File: src/rtl/led_pkg.sv
// Shared helpers for the LED matrix scanner: address-width and idle-level
// functions plus the default geometry of the matrix.
package led_pkg;

  localparam int DEF_ROWS = 4;
  localparam int DEF_COLS = 8;
  localparam int DEF_BPP  = 3;

  // One pixel at the default brightness depth.
  typedef logic [DEF_BPP-1:0] pixel_t;

  // Bits needed to index n items. Never less than 1, so a single-row
  // matrix still gets a legal vector.
  function automatic int addr_w(input int n);
    return (n <= 1) ? 1 : $clog2(n);
  endfunction

  // Pin level that means "not driven". Active-low pins idle high.
  function automatic logic idle_level(input bit active_low);
    return active_low ? 1'b1 : 1'b0;
  endfunction

endpackage

File: src/rtl/led_matrix_scanner_if.sv
// Application-side bus of the LED matrix scanner: random-access back-buffer
// write port and the frame-swap request/status pair.
interface led_matrix_scanner_if
  import led_pkg::*;
#(
  parameter int ROWS = DEF_ROWS,
  parameter int COLS = DEF_COLS,
  parameter int BPP  = DEF_BPP
) ();

  localparam int RAW = addr_w(ROWS);
  localparam int CAW = addr_w(COLS);

  // Handshake: wr_en and swap_req are strobes with no ready. Every cycle in
  // which a strobe is high is taken by the scanner on that clock edge.
  // swap_pending is status only: it is high from the edge after a swap_req
  // is taken until the edge on which the swap is performed.
  logic           wr_en;
  logic [RAW-1:0] wr_row;
  logic [CAW-1:0] wr_col;
  logic [BPP-1:0] wr_data;
  logic           swap_req;
  logic           swap_pending;

  modport master (
    output wr_en, wr_row, wr_col, wr_data, swap_req,
    input  swap_pending
  );

  modport slave (
    input  wr_en, wr_row, wr_col, wr_data, swap_req,
    output swap_pending
  );

endinterface

File: src/rtl/led_scan_timer.sv
// Scan timing for the LED matrix: prescaler, PWM slot and row counters.
// All counters sit at zero while enable is low, so re-enabling always
// restarts at the top of a frame.
module led_scan_timer
  import led_pkg::*;
#(
  parameter int ROWS        = DEF_ROWS,
  parameter int BPP         = DEF_BPP,
  parameter int PRESCALE    = 64,
  parameter int BLANK_SLOTS = 2,
  localparam int SLOTS      = BLANK_SLOTS + (1 << BPP),
  localparam int RAW        = addr_w(ROWS),
  localparam int SW         = addr_w(SLOTS)
) (
  input  logic           clk12MHz,
  input  logic           reset_n,
  input  logic           enable,
  output logic [RAW-1:0] row,
  output logic [SW-1:0]  slot,
  output logic           is_blank,
  output logic           frame_end,
  output logic           frame_begin
);

  localparam int PW = addr_w(PRESCALE);

  localparam logic [PW-1:0]  PRESC_LAST = PW'(PRESCALE - 1);
  localparam logic [SW-1:0]  SLOT_LAST  = SW'(SLOTS - 1);
  localparam logic [RAW-1:0] ROW_LAST   = RAW'(ROWS - 1);
  localparam logic [SW-1:0]  BLANK_END  = SW'(BLANK_SLOTS);

  logic [PW-1:0] presc;
  logic          presc_wrap;
  logic          slot_wrap;
  logic          row_wrap;

  assign presc_wrap = (presc == PRESC_LAST);
  assign slot_wrap  = (slot == SLOT_LAST);
  assign row_wrap   = (row == ROW_LAST);

  // Status decoded from the current counter state.
  assign is_blank    = (slot < BLANK_END);
  assign frame_end   = enable & presc_wrap & slot_wrap & row_wrap;
  assign frame_begin = enable & (presc == '0) & (slot == '0) & (row == '0);

  // Cascaded counters: slot steps on prescaler wrap, row steps on slot wrap.
  always_ff @(posedge clk12MHz or negedge reset_n) begin
    if (!reset_n) begin
      presc <= '0;
      slot  <= '0;
      row   <= '0;
    end else if (!enable) begin
      presc <= '0;
      slot  <= '0;
      row   <= '0;
    end else begin
      presc <= presc_wrap ? '0 : presc + 1'b1;
      if (presc_wrap) begin
        slot <= slot_wrap ? '0 : slot + 1'b1;
        if (slot_wrap) begin
          row <= row_wrap ? '0 : row + 1'b1;
        end
      end
    end
  end

endmodule

File: src/rtl/led_matrix_scanner.sv
// LED matrix row-scan driver with per-pixel grey-scale PWM, a double-buffered
// framebuffer swapped on frame boundaries, inter-row blanking and
// configurable pin polarity. Every pin output is registered.
module led_matrix_scanner
  import led_pkg::*;
#(
  parameter int ROWS           = DEF_ROWS,
  parameter int COLS           = DEF_COLS,
  parameter int BPP            = DEF_BPP,
  parameter int PRESCALE       = 64,
  parameter int BLANK_SLOTS    = 2,
  parameter bit ROW_ACTIVE_LOW = 1'b1,
  parameter bit COL_ACTIVE_LOW = 1'b1
) (
  input  logic                  clk12MHz,
  input  logic                  reset_n,
  input  logic                  enable,
  led_matrix_scanner_if.slave   bus,
  output logic                  frame_start,
  output logic [ROWS-1:0]       row_out,
  output logic [COLS-1:0]       col_out
);

  localparam int SLOTS = BLANK_SLOTS + (1 << BPP);
  localparam int RAW   = addr_w(ROWS);
  localparam int CAW   = addr_w(COLS);
  localparam int SW    = addr_w(SLOTS);

  localparam logic ROW_IDLE_BIT = idle_level(ROW_ACTIVE_LOW);
  localparam logic COL_IDLE_BIT = idle_level(COL_ACTIVE_LOW);
  localparam logic [ROWS-1:0] ROW_IDLE = {ROWS{ROW_IDLE_BIT}};
  localparam logic [COLS-1:0] COL_IDLE = {COLS{COL_IDLE_BIT}};

  // One extra bit so non-power-of-two limits compare without wrapping.
  localparam logic [RAW:0] ROW_LIM = (RAW + 1)'(ROWS);
  localparam logic [CAW:0] COL_LIM = (CAW + 1)'(COLS);

  typedef logic [BPP-1:0] pix_t;

  // fb[front_sel] is scanned out; fb[~front_sel] takes writes.
  pix_t fb [2][ROWS][COLS];
  logic front_sel;
  logic swap_pending_q;

  logic [RAW-1:0] scan_row;
  logic [SW-1:0]  scan_slot;
  logic           is_blank;
  logic           frame_end;
  logic           frame_begin;

  led_scan_timer #(
    .ROWS        (ROWS),
    .BPP         (BPP),
    .PRESCALE    (PRESCALE),
    .BLANK_SLOTS (BLANK_SLOTS)
  ) u_timer (
    .clk12MHz    (clk12MHz),
    .reset_n     (reset_n),
    .enable      (enable),
    .row         (scan_row),
    .slot        (scan_slot),
    .is_blank    (is_blank),
    .frame_end   (frame_end),
    .frame_begin (frame_begin)
  );

  logic wr_hit;
  logic swap_want;
  logic swap_now;

  // Out-of-range addresses are dropped rather than aliased onto real pixels.
  assign wr_hit = bus.wr_en
                  && ({1'b0, bus.wr_row} < ROW_LIM)
                  && ({1'b0, bus.wr_col} < COL_LIM);

  // A request arriving on the frame-end clock is honoured at that boundary;
  // with the scan stopped there is no boundary to wait for.
  assign swap_want = swap_pending_q | bus.swap_req;
  assign swap_now  = swap_want & (frame_end | ~enable);

  assign bus.swap_pending = swap_pending_q;

  // Back-buffer write port. Indexed by the pre-swap selection, so a write on
  // the swap clock lands in the buffer that becomes the new front.
  always_ff @(posedge clk12MHz or negedge reset_n) begin
    if (!reset_n) begin
      for (int b = 0; b < 2; b++) begin
        for (int r = 0; r < ROWS; r++) begin
          for (int c = 0; c < COLS; c++) begin
            fb[b][r][c] <= '0;
          end
        end
      end
    end else if (wr_hit) begin
      fb[~front_sel][bus.wr_row][bus.wr_col] <= bus.wr_data;
    end
  end

  // Swap bookkeeping: flip buffer roles, no copy; old front becomes back.
  always_ff @(posedge clk12MHz or negedge reset_n) begin
    if (!reset_n) begin
      front_sel      <= 1'b0;
      swap_pending_q <= 1'b0;
    end else if (swap_now) begin
      front_sel      <= ~front_sel;
      swap_pending_q <= 1'b0;
    end else begin
      swap_pending_q <= swap_want;
    end
  end

  logic [SW-1:0]   act_k;
  logic [ROWS-1:0] row_nxt;
  logic [COLS-1:0] col_nxt;

  // Active slot index; only meaningful outside the blanking slots.
  assign act_k = scan_slot - SW'(BLANK_SLOTS);

  // Pin pattern for the current scan position: a pixel of value v is lit
  // in active slots 0..v-1, so 0 never lights and full scale leaves one
  // dark slot per row.
  always_comb begin
    row_nxt = ROW_IDLE;
    col_nxt = COL_IDLE;
    if (enable && !is_blank) begin
      row_nxt[scan_row] = ~ROW_IDLE_BIT;
      for (int c = 0; c < COLS; c++) begin
        if (SW'(fb[front_sel][scan_row][c]) > act_k) begin
          col_nxt[c] = ~COL_IDLE_BIT;
        end
      end
    end
  end

  // Output registers; reset forces the pins idle without waiting for a clock.
  always_ff @(posedge clk12MHz or negedge reset_n) begin
    if (!reset_n) begin
      row_out     <= ROW_IDLE;
      col_out     <= COL_IDLE;
      frame_start <= 1'b0;
    end else begin
      row_out     <= row_nxt;
      col_out     <= col_nxt;
      frame_start <= frame_begin;
    end
  end

endmodule

File: src/flat_wrapper.sv
// flat-port wrapper written by rule: the top's interface ports become plain ports
module led_matrix_scanner_flat import led_pkg::*;
#(
  parameter int ROWS           = DEF_ROWS,
  parameter int COLS           = DEF_COLS,
  parameter int BPP            = DEF_BPP,
  parameter int PRESCALE       = 64,
  parameter int BLANK_SLOTS    = 2,
  parameter bit ROW_ACTIVE_LOW = 1'b1,
  parameter bit COL_ACTIVE_LOW = 1'b1
)
  (clk12MHz, reset_n, enable, frame_start, row_out, col_out, bus_wr_en, bus_wr_row, bus_wr_col, bus_wr_data, bus_swap_req, bus_swap_pending);
  led_matrix_scanner_if #(.ROWS(ROWS), .COLS(COLS), .BPP(BPP)) bus_i ();
  input  logic clk12MHz;
  input  logic reset_n;
  input  logic enable;
  output logic frame_start;
  output logic [ROWS-1:0] row_out;
  output logic [COLS-1:0] col_out;
  input wire logic [$bits(bus_i.wr_en)-1:0] bus_wr_en;
  input wire logic [$bits(bus_i.wr_row)-1:0] bus_wr_row;
  input wire logic [$bits(bus_i.wr_col)-1:0] bus_wr_col;
  input wire logic [$bits(bus_i.wr_data)-1:0] bus_wr_data;
  input wire logic [$bits(bus_i.swap_req)-1:0] bus_swap_req;
  output wire logic [$bits(bus_i.swap_pending)-1:0] bus_swap_pending;
  assign bus_i.wr_en = bus_wr_en;
  assign bus_i.wr_row = bus_wr_row;
  assign bus_i.wr_col = bus_wr_col;
  assign bus_i.wr_data = bus_wr_data;
  assign bus_i.swap_req = bus_swap_req;
  assign bus_swap_pending = bus_i.swap_pending;
  led_matrix_scanner #(.ROWS(ROWS), .COLS(COLS), .BPP(BPP), .PRESCALE(PRESCALE), .BLANK_SLOTS(BLANK_SLOTS), .ROW_ACTIVE_LOW(ROW_ACTIVE_LOW), .COL_ACTIVE_LOW(COL_ACTIVE_LOW)) u_core (.clk12MHz(clk12MHz), .reset_n(reset_n), .enable(enable), .bus(bus_i), .frame_start(frame_start), .row_out(row_out), .col_out(col_out));
endmodule
File: config.mk
export PLATFORM = sky130hd
export DESIGN_NAME = led_matrix_scanner_flat
export DESIGN_NICKNAME = d
export VERILOG_FILES = /design/src/rtl/led_pkg.sv /design/src/rtl/led_matrix_scanner_if.sv /design/src/rtl/led_scan_timer.sv /design/src/rtl/led_matrix_scanner.sv /design/src/flat_wrapper.sv
export SDC_FILE = /design/constraint.sdc
export NUM_CORES = 1
export LEC_CHECK = 0
export CAP_MARGIN = 20
export CORE_ASPECT_RATIO = 0.5
export CORE_MARGIN = 5
export CORE_UTILIZATION = 60
export DETAILED_ROUTE_END_ITERATION = 6
export PLACE_DENSITY = 0.83
export SLEW_MARGIN = 25
export SYNTH_ARGS = -nofsm -noshare
export SYNTH_HDL_FRONTEND = slang
export SYNTH_SLANG_ARGS = --single-unit
File: constraint.sdc
create_clock -name clk12MHz -period 4.55 [get_ports clk12MHz]
set_clock_uncertainty 0.15 [all_clocks]
set_input_delay 0.6825 -clock clk12MHz [delete_from_list [all_inputs] [get_ports clk12MHz]]
set_output_delay 0.6825 -clock clk12MHz [all_outputs]
set_load 0.02 [all_outputs]
# Word-level counts from Yosys, hierarchy flattened
# Index checks and enable logic that the tools add are counted.
[totals] in_bits=13 output_inout_bits=14 register_bits=219 elab_cells=162
[classes] magnitude_cmp=19 n_bitwise=17 muxes=35 n_reduce_logical=10 add_sub_neg=4 eq_ne=5
[ops] operator="$mux 96" n=4
[ops] operator="$bwmux 192" n=1
[ops] operator="$demux 96 s1" n=1
[ops] operator="$mux 24" n=3
[ops] operator="$bmux 24 s2" n=1
[ops] operator="$demux 24 s2" n=1
[ops] operator="$gt 3x4->1" n=8
[ops] operator="$mux 4" n=4
[ops] operator="$mux 6" n=2
[ops] operator="$mux 1" n=10
[ops] operator="$demux 3 s3" n=1
[ops] operator="$mux 2" n=4
[ops] operator="$mux 8" n=1
[ops] operator="$and 1x1->1" n=7
[ops] operator="$add 6x1->6 const B" n=1
[ops] operator="$eq 6x6->1 const B" n=1
[ops] operator="$ge 3x3->1 const B" n=2
[ops] operator="$logic_not 6->1" n=1
[ops] operator="$not 2->3" n=2
[ops] operator="$logic_and 1x1->1" n=5
[ops] operator="$add 4x1->4 const B" n=1
[ops] operator="$eq 4x4->1 const B" n=1
[ops] operator="$ge 2x2->1 const B" n=2
[ops] operator="$ge 4x4->1 const B" n=1
[ops] operator="other kinds (21)" n=25

# Logic depth before layout (Yosys ltp)
# Gate-level depths: netlist of run 1.
[depth] depth_word=10 ltp_mapped=9 mapped_depth_nobuf=7

# By module
# Synthesis of run 1 repeated with hierarchy kept, for this count alone.
[unflattened] hier_cells=748 hier_area_um2=10737.8
[modules_own_cells] module="led_matrix_scanner" seq_area_each_um2=5195.0 n_inst=1 cells_each=673 area_per_inst_um2=10023.4
[modules_own_cells] module="led_scan_timer" seq_area_each_um2=300.3 n_inst=1 cells_each=75 area_per_inst_um2=714.4

# Worst setup path after synthesis of run 1
# Ideal clock, no wire load.
[synth_timing] kind="reg-to-reg" start="register u_core.front_sel" end="register u_core.col_out[2]" arrival_time_ps=2076 n_path_buf=2 required_time_ps=4319 setup_slack_ps=2242 stages_incl_launch_ff=10 period_less_slack_ps=2308 setup_time_ps=81 path_cell_list="dfrtp_1 > buf_4 > buf_2 > mux4_2 > nand2_1 > nand2_1 > ha_1 > nor2b_1 > o21a_1 > o211ai_1"
[synth_via] elab_chain_len=10
[synth_lines] item="start: declaration" line="led_matrix_scanner.sv:42" text="logic front_sel;"
[synth_lines] item="start signal: assignment" line="led_matrix_scanner.sv:105" text="front_sel <= ~front_sel;"
[synth_lines] item="$not 1->2 (not written as such)" line="led_matrix_scanner.sv:128" text="if (SW'(fb[front_sel][scan_row][c]) > act_k) begin"
[synth_lines] item="$mux 96 (not written as such) (3 in series)" line="led_matrix_scanner.sv:128"
[synth_lines] item="$bmux 24 s2" line="led_matrix_scanner.sv:128"
[synth_lines] item="$mux 24 (2 in series)"
[synth_lines] item="$gt 3x4->1" line="led_matrix_scanner.sv:128"
[synth_lines] item="$mux 1" line="led_matrix_scanner.sv:128"
[synth_lines] item="$mux 8" line="led_matrix_scanner.sv:125" text="if (enable && !is_blank) begin"
[synth_lines] item="via u_core.col_nxt[2]" line="led_matrix_scanner.sv:114" text="logic [COLS-1:0] col_nxt;"
[synth_lines] item="end signal: assignment" line="led_matrix_scanner.sv:143" text="col_out <= col_nxt;"
[synth_lines] item="end: declaration" line="led_matrix_scanner.sv:21" text="output logic [COLS-1:0] col_out"
# The timed path passes the listed nets, and every way through them passes these cells. The select of a mux whose other input is x is not followed.
# A chain may end at the register's enable or synchronous reset.

# Worst setup path after layout of run 1
[layout_timing] start="register u_core.front_sel" end="register u_core.col_out[3]"
# The elaborated chain is that of the path after synthesis.

==> results.sh, run 1 <==
export IMPL_startpoint_type="flop"
export IMPL_die_area_mm2=0.0206
export IMPL_hp_class="in -> async"
export IMPL_crit_fanout=40
export IMPL_grt_usage=0.229
export IMPL_dp_slack_ns=1.45
export IMPL_cts_path_max_buffers=3
export IMPL_synth_area_mm2=0.0106
export IMPL_switchingPower_mw=1.47
export IMPL_power_mw=5.56
export IMPL_grt_max_degree=113
export IMPL_maxSlewHeadroom=0.406
export IMPL_ys_ff_latch=219
export IMPL_drive_gt1_frac=0.367
export IMPL_yosysUniqueCellTypes=42
export IMPL_p_seq_frac=0.497
export IMPL_die_width_um=198
export IMPL_antenna_found_initial=0
export IMPL_worstSkewPairLatency_ns=0.48
export IMPL_die_h_um=104
export IMPL_viasPerCell=6.10
export IMPL_fillers=1186
export IMPL_synth_async_reset_ratio=1.00
export IMPL_finalCritPeriodShare=0.684
export IMPL_drc=0
export IMPL_grt_pass1_wl_um=37800
export IMPL_cts_resized=0
export IMPL_diodes=0
export IMPL_drt_iter0_drc=488
export IMPL_start_util=0.612
export IMPL_max_stage_delay_ns=0.93
export IMPL_cts_hold_buf=0
export IMPL_multi_input_area_mm2=0.00492
export IMPL_setup_slack_ns=1.44
export IMPL_synth_edf_count=0
export IMPL_hold_viol=0
export IMPL_syn_inst=785
export IMPL_drv_slew=0
export IMPL_cts_root_buf="clkbuf_16"
export IMPL_gp_congestion=0.785
export IMPL_clock_sinks=219
export IMPL_cts_tree="built"
export IMPL_rsz0062_at_grt="no"
export IMPL_cap_violations=0
export IMPL_fmax_ghz=0.321
export IMPL_p_comb_frac=0.221
export IMPL_post_route_min_period_ns=3.11
export IMPL_ys_warn_count=0
export IMPL_synth_avg_cell_area_um2=13.5
export IMPL_intPower_mw=4.09
export IMPL_vias=6372
export IMPL_cp_top_family="flip-flops"
export IMPL_portBuffers=26
export IMPL_clockPowerShare=0.282
export IMPL_clk_pin_slew_worst_paths_ns=0.07
export IMPL_cts_made_buffers=19
export IMPL_fin_util=0.672
export IMPL_arrival_ns=3.36
export IMPL_core_mm2=0.0174
export IMPL_cp_end_kind="flop"
export IMPL_cts_setup_buffers=0
export IMPL_fin_nets=847
export IMPL_setup_worst_path_class="reg -> reg"
export IMPL_synth_nets=833
export IMPL_rows=34
export IMPL_run_status="finished clean"
export IMPL_grt_ovfl_total=0
export IMPL_grt_pass1_vias=7046
export IMPL_cpMostUsedCell="nand2_1"
export IMPL_netSwitchingFraction=0.265
export IMPL_finalSetupViolCount=0
export IMPL_synth_seq_area_share=0.517
export IMPL_ff_latch_area_mm2=0.00550
export IMPL_vdd_drop_max_mv=0.322
export IMPL_critPathRequiredTime_ns=4.79
export IMPL_ant_nets=0
export IMPL_crit_chain="buf_4 -> mux4_2 -> nand2_1 -> nand2_1 -> ha_1 -> nor2b_1 -> o21a_1 -> o211ai_1"
export IMPL_synthFlopType="dfrtp_1"
export IMPL_areaGrowthSynthToFinish_pct=9.79
export IMPL_critical_path_buf_inv_count=1
export IMPL_whs_ns=0.145
export IMPL_io_pins=27
export IMPL_p_leak_nw=5.36
export IMPL_htree_levels=1
export IMPL_drt_total_wl_um=22700
export IMPL_worst_pin_slew_ns=0.891
export IMPL_tns_ns=0
export IMPL_power_density_mw_per_mm2=477
export IMPL_dpl_hpwl_um=14600
export IMPL_r2r_slack_ns=1.44
export IMPL_post_drt_wl_per_cell_um=21.7
export IMPL_first_pass_iters=4
export IMPL_cpMaxStageDelayCell="dfrtp_4"
[per-layer routing]
metal / up-vias / share of wire / GRT usage
li1: 2830 / - / -
met1: 3326 / 0.43 / 0.316
met4: 0 / 0.019 / 0.0506
met2: 181 / 0.49 / 0.378
met5: - / 0 / 0
met3: 35 / 0.056 / 0.0482
[through the flow]
step	instance area (um^2)	cells
3_3_place_gp	11100	1011
5_1_grt	11700	1045
3_5_place_dp	11100	1012
4_1_cts	11700	1045
2_1_floorplan	10600	785
6_report	11700	1045
[cells in the final DEF (no fill, tap or decap), drive strengths merged, types with 2 or more instances in the layout]
cell           Yosys  layout
dfrtp            207     207
mux2             192     192
nand2             84      84
nor2              61      61
mux4              48      48
ha                35      35
clkbuf            27      31
clkdlybuf4s50      0      22
nand3             18      18
dfstp             12      12
buf               15      12
mux2i             10      10
nor2b             10      10
o21a               8       8
o211ai             8       8
inv                8       8
and2               7       7
a21boi             5       5
nand3b             4       4
o21ai              3       3
xnor2              3       3
xor2               2       2
nand4              2       2
and2b              2       2
or3b               2       2
nor3b              2       2
clkinv             0       2
nor3               2       2
[state kept, by name, indices dropped and copies added, names as in the netlist]
register	cells
u_core.bus.swap_pending	1
u_core.col_out	8
u_core.fb	192
u_core.frame_start	1
u_core.front_sel	1
u_core.row_out	4
u_core.u_timer.presc	6
u_core.u_timer.row	2
u_core.u_timer.slot	4
[cell usage after synthesis, types with 2 or more instances]
cell type / count / area (um^2)
dfrtp_1: 207 / 5180
mux2_2: 190 / 2140
nand2_1: 84 / 315
nor2_1: 61 / 229
mux4_2: 48 / 1080
ha_1: 35 / 438
clkbuf_1: 27 / 101
nand3_1: 17 / 85.1
dfstp_2: 12 / 315
mux2i_1: 10 / 100
nor2b_1: 9 / 56.3
o211ai_1: 8 / 60.1
o21a_1: 8 / 60.1
and2_1: 7 / 43.8
inv_1: 7 / 26.3
buf_1: 6 / 22.5
buf_2: 5 / 25.0
a21boi_0: 4 / 30.0
buf_4: 4 / 30.0
nand3b_1: 4 / 30.0
o21ai_0: 3 / 15.0
xnor2_1: 3 / 26.3
and2b_1: 2 / 15.0
mux2_1: 2 / 22.5
nand4_1: 2 / 12.5
nor3b_1: 2 / 15.0
or3b_4: 2 / 22.5
xor2_1: 2 / 17.5
[cell type report]
type | instances | area share
repair buffers | 35 | 0.0286
well taps | 234 | 0.0251
inverters | 8 | 0.00257
flip-flops and latches | 219 | 0.472
clock inverters | 3 | 0.00343
multi-input cells | 516 | 0.422
clock buffers | 30 | 0.0469
[cell families after synthesis]
| kind of cell | Yosys count | share of synthesized area |
|---|---|---|
| buffers and inverters | 50 | 0.0197 |
| muxes | 250 | 0.315 |
| xor gates and xnor gates | 5 | 0.00412 |
| AOI/OAI and AO/OA | 27 | 0.0181 |
| and+or+nand+nor | 199 | 0.0849 |
| DFF | 219 | 0.517 |
| adders and majority gates | 35 | 0.0412 |
[power groups by stage]
stage          logic, mW  registers, mW  clock network [mW]
3_5_place_dp        1.23           2.79                   0
3_3_place_gp        1.18           2.75                   0
5_1_grt             1.35           2.82                1.67
2_1_floorplan       1.11           2.59                   0
4_1_cts             1.24           2.76                1.59
6_report            1.23           2.76                1.56
[path summary, 6_finish.rpt]
kind	start	end	cells past startpoint
max in group asynchronous	reset_n	u_core.fb[131]	2
worst max register to register	u_core.front_sel	u_core.col_out[3]	8
min in group clk12MHz	u_core.fb[18]	u_core.fb[18]	1
worst min-delay path	reset_n	u_core.fb[98]	1
worst max-delay path	u_core.front_sel	u_core.col_out[3]	8
worst min register to register	u_core.fb[18]	u_core.fb[18]	1
Note: power is estimated with default switching activity, not from simulation.
==> inputs of run 2 (changes only) <==
==> constraint.sdc (replaced) <==
create_clock -name clk12MHz -period 3.11 [get_ports clk12MHz]
set_clock_uncertainty 0.15 [all_clocks]
set_input_delay 0.4665 -clock clk12MHz [delete_from_list [all_inputs] [get_ports clk12MHz]]
set_output_delay 0.4665 -clock clk12MHz [all_outputs]
set_load 0.02 [all_outputs]
==> run 2 against run 1 <==
Register-to-register slack worse by 0.93 ns. Combinational power up 63%. Global-route usage up 0.33 points. Hold slack better by 0.19 ns. Wire length up 2.2%. First-iteration DRC count up 0.20%. Via count up 2.6%. Non-clock buffer count up 18. Die area unchanged. Highest routed layer unchanged. Sequential cell count unchanged. Total power up 50%.
==> results.sh, run 2 (synthesis results as in run 1) <==
export IMPL_antenna_found_initial=0
export IMPL_grt_pass1_vias=7089
export IMPL_areaGrowthSynthToFinish_pct=11.8
export IMPL_first_pass_iters=5
export IMPL_grt_ovfl_total=0
export IMPL_post_drt_wl_per_cell_um=21.7
export IMPL_ff_latch_area_mm2=0.00550
export IMPL_die_width_um=198
export IMPL_grt_pass1_wl_um=38300
export IMPL_cpMaxStageDelayCell="dfrtp_4"
export IMPL_worstSkewPairLatency_ns=0.51
export IMPL_post_route_min_period_ns=2.60
export IMPL_tns_ns=0
export IMPL_max_stage_delay_ns=0.58
export IMPL_io_pins=27
export IMPL_dpl_hpwl_um=15400
export IMPL_clockPowerShare=0.290
export IMPL_vdd_drop_max_mv=0.359
export IMPL_final_cell_mix="dfrtp_1, mux2_2, nand2_1"
export IMPL_fin_nets=866
export IMPL_largest_register="u_core.fb"
export IMPL_netSwitchingFraction=0.269
export IMPL_cp_top_family="flip-flops"
export IMPL_vias=6535
export IMPL_portBuffers=26
export IMPL_hold_viol=0
export IMPL_cts_root_buf="clkbuf_16"
export IMPL_drt_iter0_drc=489
export IMPL_crit_fanout=26
export IMPL_htree_levels=1
export IMPL_drc=0
export IMPL_start_util=0.612
export IMPL_finalSetupViolCount=0
export IMPL_run_status="finished clean"
export IMPL_p_leak_nw=5.48
export IMPL_die_area_mm2=0.0206
export IMPL_fmax_ghz=0.385
export IMPL_cts_made_buffers=20
export IMPL_clk_pin_slew_worst_paths_ns=0.06
export IMPL_crit_start="u_core.front_sel"
export IMPL_finalCritPeriodShare=0.836
export IMPL_whs_ns=0.339
export IMPL_layout_commonest_cell="dfrtp_1"
export IMPL_power_density_mw_per_mm2=704
export IMPL_rsz0062_at_grt="no"
export IMPL_drv_slew=0
export IMPL_critical_path_buf_inv_count=1
export IMPL_crit_chain="buf_12 -> mux4_2 -> nand2_1 -> nand2_1 -> ha_1 -> nor2b_1 -> o21a_1 -> o211ai_1"
export IMPL_cp_endpoint="u_core.col_out[1]"
export IMPL_path_depth=8
export IMPL_cap_violations=0
export IMPL_arrival_ns=2.83
export IMPL_min_path_cells=1
export IMPL_ff2ff_path_depth=8
export IMPL_cp_end_kind="flop"
export IMPL_drive_gt1_frac=0.383
export IMPL_reg2reg_to="u_core.col_out[1]"
export IMPL_cts_path_max_buffers=3
export IMPL_core_mm2=0.0174
export IMPL_critPathRequiredTime_ns=3.34
export IMPL_switchingPower_mw=2.25
export IMPL_viasPerCell=6.13
export IMPL_drt_total_wl_um=23100
export IMPL_grt_usage=0.232
export IMPL_r2r_slack_ns=0.51
export IMPL_setup_slack_ns=0.511
export IMPL_fillers=1139
export IMPL_die_h_um=104
export IMPL_maxSlewHeadroom=0.491
export IMPL_ant_nets=0
export IMPL_p_seq_frac=0.472
export IMPL_cts_tree="built"
export IMPL_rows=34
export IMPL_setup_worst_path_class="reg -> reg"
export IMPL_multi_input_area_mm2=0.00492
export IMPL_hp_class="reg -> reg"
export IMPL_grt_max_degree=88
export IMPL_clock_sinks=219
export IMPL_dp_slack_ns=0.418
export IMPL_worst_pin_slew_ns=0.763
export IMPL_startpoint_type="flop"
export IMPL_diodes=0
export IMPL_largest_reg_flops=192
export IMPL_cts_resized=0
export IMPL_p_comb_frac=0.239
export IMPL_gp_congestion=0.834
export IMPL_intPower_mw=6.11
export IMPL_largestRegisters="u_core.fb: 192 flops, u_core.col_out: 8 flops, u_core.u_timer.presc: 6 flops"
export IMPL_cpMostUsedCell="nand2_1"
export IMPL_r2r_start="u_core.front_sel"
## run 2: changes by cell type in the layout (fill, tap and decap cells not counted), sizes merged
cell	before	now
buf	12	29
dlygate4sd3	0	1
bufinv	1	0
clkbuf	31	35
## run 2: worst min-delay path by stage
| stage | end | slack, ns | start |
|---|---|---|---|
| floorplan | u_core.bus.swap_pending | 0.02 | reset_n |
| global placement | u_core.fb[20] | 0.31 | u_core.fb[20] |
| detailed placement | u_core.fb[20] | 0.33 | u_core.fb[20] |
| CTS | u_core.fb[20] | 0.34 | u_core.fb[20] |
| global route | u_core.fb[79] | 0.37 | u_core.fb[79] |
| finish | u_core.fb[20] | 0.34 | u_core.fb[20] |
## run 2: power groups by stage
| stage | Sequential [mW] | Clock, mW | Combinational [mW] |
|---|---|---|---|
| 2_1_floorplan | 3.78 | 0 | 1.63 |
| 3_3_place_gp | 3.93 | 0 | 1.91 |
| 3_5_place_dp | 3.98 | 0 | 2.00 |
| 4_1_cts | 3.93 | 2.46 | 2.02 |
| 5_1_grt | 4.02 | 2.58 | 2.19 |
| 6_report | 3.95 | 2.42 | 2.00 |
## run 2: final cells by class
cell class | count | share of cell area
clock buffers | 34 | 0.0525
clock inverters | 2 | 0.00179
inverters | 8 | 0.00253
multi-input cells | 516 | 0.414
flip-flops and latches | 219 | 0.463
well taps | 234 | 0.0246
repair buffers | 53 | 0.0414
## run 2: timing repair
action,CTS,global route
hold buffers,1,0
endpoints found under the hold margin,72,0
buffers inserted,0,0
## run 2: metrics by stage
| stage | total power [mW] | cells | utilization | area [um^2] |
|---|---|---|---|---|
| floorplan | 5.41 | 785 | - | 10600 |
| global placement | 5.84 | 1029 | 0.647 | 11200 |
| CTS | 8.41 | 1066 | 0.684 | 11900 |
| finish | 8.36 | 1066 | 0.684 | 11900 |
| detailed placement | 5.98 | 1029 | 0.647 | 11200 |
| global route | 8.78 | 1066 | 0.684 | 11900 |
## run 2: routing by layer
layer,part of all wire,wire length (um),track usage,up-vias
li1,-,-,-,2887
met1,0.44,10100,0.332,3383
met2,0.47,10800,0.366,210
met3,0.069,1600,0.0437,55
met4,0.030,697,0.0688,0
met5,0,0,0,-
## run 2: worst reg2reg max path, cell delays in order (launching register included)
cell      delay, ns
dfrtp_4        0.58
buf_12         0.27
mux4_2         0.53
nand2_1        0.09
nand2_1        0.06
ha_1           0.28
nor2b_1        0.13
o21a_1         0.16
o211ai_1       0.24
==> inputs of run 3 (changes only) <==
--- a/config.mk
+++ b/config.mk
@@ -8,9 +8,9 @@
 export CAP_MARGIN = 20
 export CORE_ASPECT_RATIO = 0.5
 export CORE_MARGIN = 5
-export CORE_UTILIZATION = 60
+export CORE_UTILIZATION = 56
 export DETAILED_ROUTE_END_ITERATION = 6
-export PLACE_DENSITY = 0.83
+export PLACE_DENSITY = 0.81
 export SLEW_MARGIN = 25
 export SYNTH_ARGS = -nofsm -noshare
 export SYNTH_HDL_FRONTEND = slang
==> constraint.sdc (replaced) <==
create_clock -name clk12MHz -period 2.15 [get_ports clk12MHz]
set_clock_uncertainty 0.15 [all_clocks]
set_input_delay 0.3225 -clock clk12MHz [delete_from_list [all_inputs] [get_ports clk12MHz]]
set_output_delay 0.3225 -clock clk12MHz [all_outputs]
set_load 0.02 [all_outputs]
==> run 3 against run 2 <==
The run now ends with setup timing left. Sequential share of layout area shrank 2.7 points. Register-to-register slack lost 0.68 ns. Clock-buffer cell count shrank 5. Critical path type unchanged. Sequential power grew 45%. Wire length grew 7.0%. First-iteration DRC count grew 3.9%. Clock power grew 45%. Via count grew 4.0%.
==> results.sh, run 3 (synthesis results as in run 1) <==
export IMPL_grt_usage=0.231
export IMPL_diodes=0
export IMPL_drt_total_wl_um=24800
export IMPL_portBuffers=26
export IMPL_cts_path_max_buffers=3
export IMPL_ant_nets=0
export IMPL_fmax_ghz=0.432
export IMPL_htree_levels=1
export IMPL_startpoint_type="flop"
export IMPL_cp_end_kind="flop"
export IMPL_antenna_found_initial=0
export IMPL_die_h_um=107
export IMPL_critPathRequiredTime_ns=2.41
export IMPL_cts_made_buffers=20
export IMPL_drc=0
export IMPL_cts_root_buf="clkbuf_16"
export IMPL_maxSlewHeadroom=0.574
export IMPL_vias=6799
export IMPL_post_drt_wl_per_cell_um=21.8
export IMPL_first_pass_iters=5
export IMPL_p_leak_nw=5.80
export IMPL_layout_commonest_cell="dfrtp_1"
export IMPL_fillers=1199
export IMPL_io_pins=27
export IMPL_dpl_hpwl_um=16100
export IMPL_arrival_ns=2.57
export IMPL_fin_util=0.680
export IMPL_fin_nets=911
export IMPL_power_density_mw_per_mm2=1000
export IMPL_setup_slack_ns=-0.166
export IMPL_whs_ns=0.164
export IMPL_die_area_mm2=0.0220
export IMPL_drive_gt1_frac=0.471
export IMPL_start_util=0.574
export IMPL_cap_violations=0
export IMPL_vdd_drop_max_mv=0.524
export IMPL_finalCritPeriodShare=1.08
export IMPL_rsz0062_at_grt="yes"
export IMPL_core_mm2=0.0185
export IMPL_worst_pin_slew_ns=0.639
export IMPL_grt_pass1_vias=7412
export IMPL_ff_latch_area_mm2=0.00550
export IMPL_clock_sinks=219
export IMPL_worstSkewPairLatency_ns=0.51
export IMPL_die_width_um=205
export IMPL_postLayoutCellArea_mm2=0.0126
export IMPL_rows=35
export IMPL_grt_max_degree=65
export IMPL_violations="setup timing"
export IMPL_clk_pin_slew_worst_paths_ns=0.07
export IMPL_crit_fanout=9
export IMPL_largest_reg_flops=192
export IMPL_cts_tree="built"
export IMPL_drv_slew=0
export IMPL_hold_viol=0
export IMPL_largest_register="u_core.fb"
export IMPL_gp_congestion=0.869
export IMPL_final_cell_mix="dfrtp_1, mux2_2, nand2_1"
export IMPL_grt_pass1_wl_um=40200
export IMPL_post_route_min_period_ns=2.32
export IMPL_grt_ovfl_total=0
export IMPL_place_area_mm2=0.0117
export IMPL_drt_iter0_drc=508
export IMPL_finalSetupViolCount=8
export IMPL_largestRegisters="u_core.fb: 192 flops, u_core.col_out: 8 flops, u_core.u_timer.presc: 6 flops"
export IMPL_run_status="finished with violations"
export IMPL_setup_worst_path_class="reg -> reg"
export IMPL_areaGrowthSynthToFinish_pct=18.6
export IMPL_multi_input_area_mm2=0.00513
export IMPL_viasPerCell=5.99
export IMPL_hp_class="in -> async"
run 3: cell types whose count changed in the layout (fill, tap and decap cells not counted), moves of 6 or more:
| cell | before | now |
|---|---|---|
| nand2_2 | 0 | 16 |
| nand2_1 | 84 | 64 |
| buf_4 | 23 | 52 |
| nor2_4 | 0 | 6 |
| buf_12 | 3 | 13 |
| nor2_2 | 0 | 13 |
| nor2_1 | 61 | 42 |
run 3: layout make-up:
cell class                      count  share of cell area
Multi-Input combinational cell    516               0.407
Sequential cell                   219               0.436
Timing Repair Buffer               98              0.0782
Tap cell                          259              0.0257
Inverter                            8             0.00238
Clock buffer                       29              0.0448
Clock inverter                      7             0.00566
run 3: timing repair:
item                                   CTS  global route
buffers inserted                         3             3
setup endpoints to repair               81           100
endpoints found under the hold margin   87             0
resized for setup                       23            49
pin swaps                                2             0
hold buffers                             1             0
run 3: final timing paths:
check                                  from           endpoint  slack, ns  cells after the start
hold / removal                      reset_n     u_core.fb[156]       0.16                      2
min in group clk12MHz        bus_wr_data[0]     u_core.fb[168]       0.25                      3
setup / recovery           u_core.front_sel  u_core.col_out[4]      -0.17                      8
hold reg to reg               u_core.fb[20]      u_core.fb[20]       0.34                      1
setup reg to reg           u_core.front_sel  u_core.col_out[4]      -0.17                      8
max in group asynchronous           reset_n  u_core.col_out[6]       0.96                      3
run 3: metrics by stage:
step	power (mW)	instances	setup slack (ns)	TNS, ns
after global routing	13.2	1136	-0.237	-2.08
final	12.6	1136	-0.166	-1.09
after global placement	8.62	1093	-0.110	-6.68
after CTS	12.5	1133	-0.161	-0.980
after floorplan	7.99	785	-0.0126	-0.0960
after detailed placement	8.85	1093	-0.169	-11.39
run 3: worst max-delay path, stage by stage (launching register included):
cell,delay (ns)
dfrtp_4,0.49
buf_12,0.16
mux4_2,0.52
nand2_2,0.09
nand2_1,0.06
ha_1,0.29
nor2b_1,0.14
o21a_1,0.16
o211ai_1,0.16
run 3: power by group:
part / internal (mW) / switching, mW / total, mW
clock: 1.96 / 1.56 / 3.52
sequential: 5.11 / 0.607 / 5.72
combinational: 2.06 / 1.32 / 3.38
total: 9.13 / 3.49 / 12.6
run 3: routing by layer:
layer	wire (um)	vias to the layer above	GRT usage
met3	1200	58	0.0409
met5	0	-	0
met2	12300	195	0.390
met4	668	0	0.0750
li1	-	2959	-
met1	10600	3587	0.308
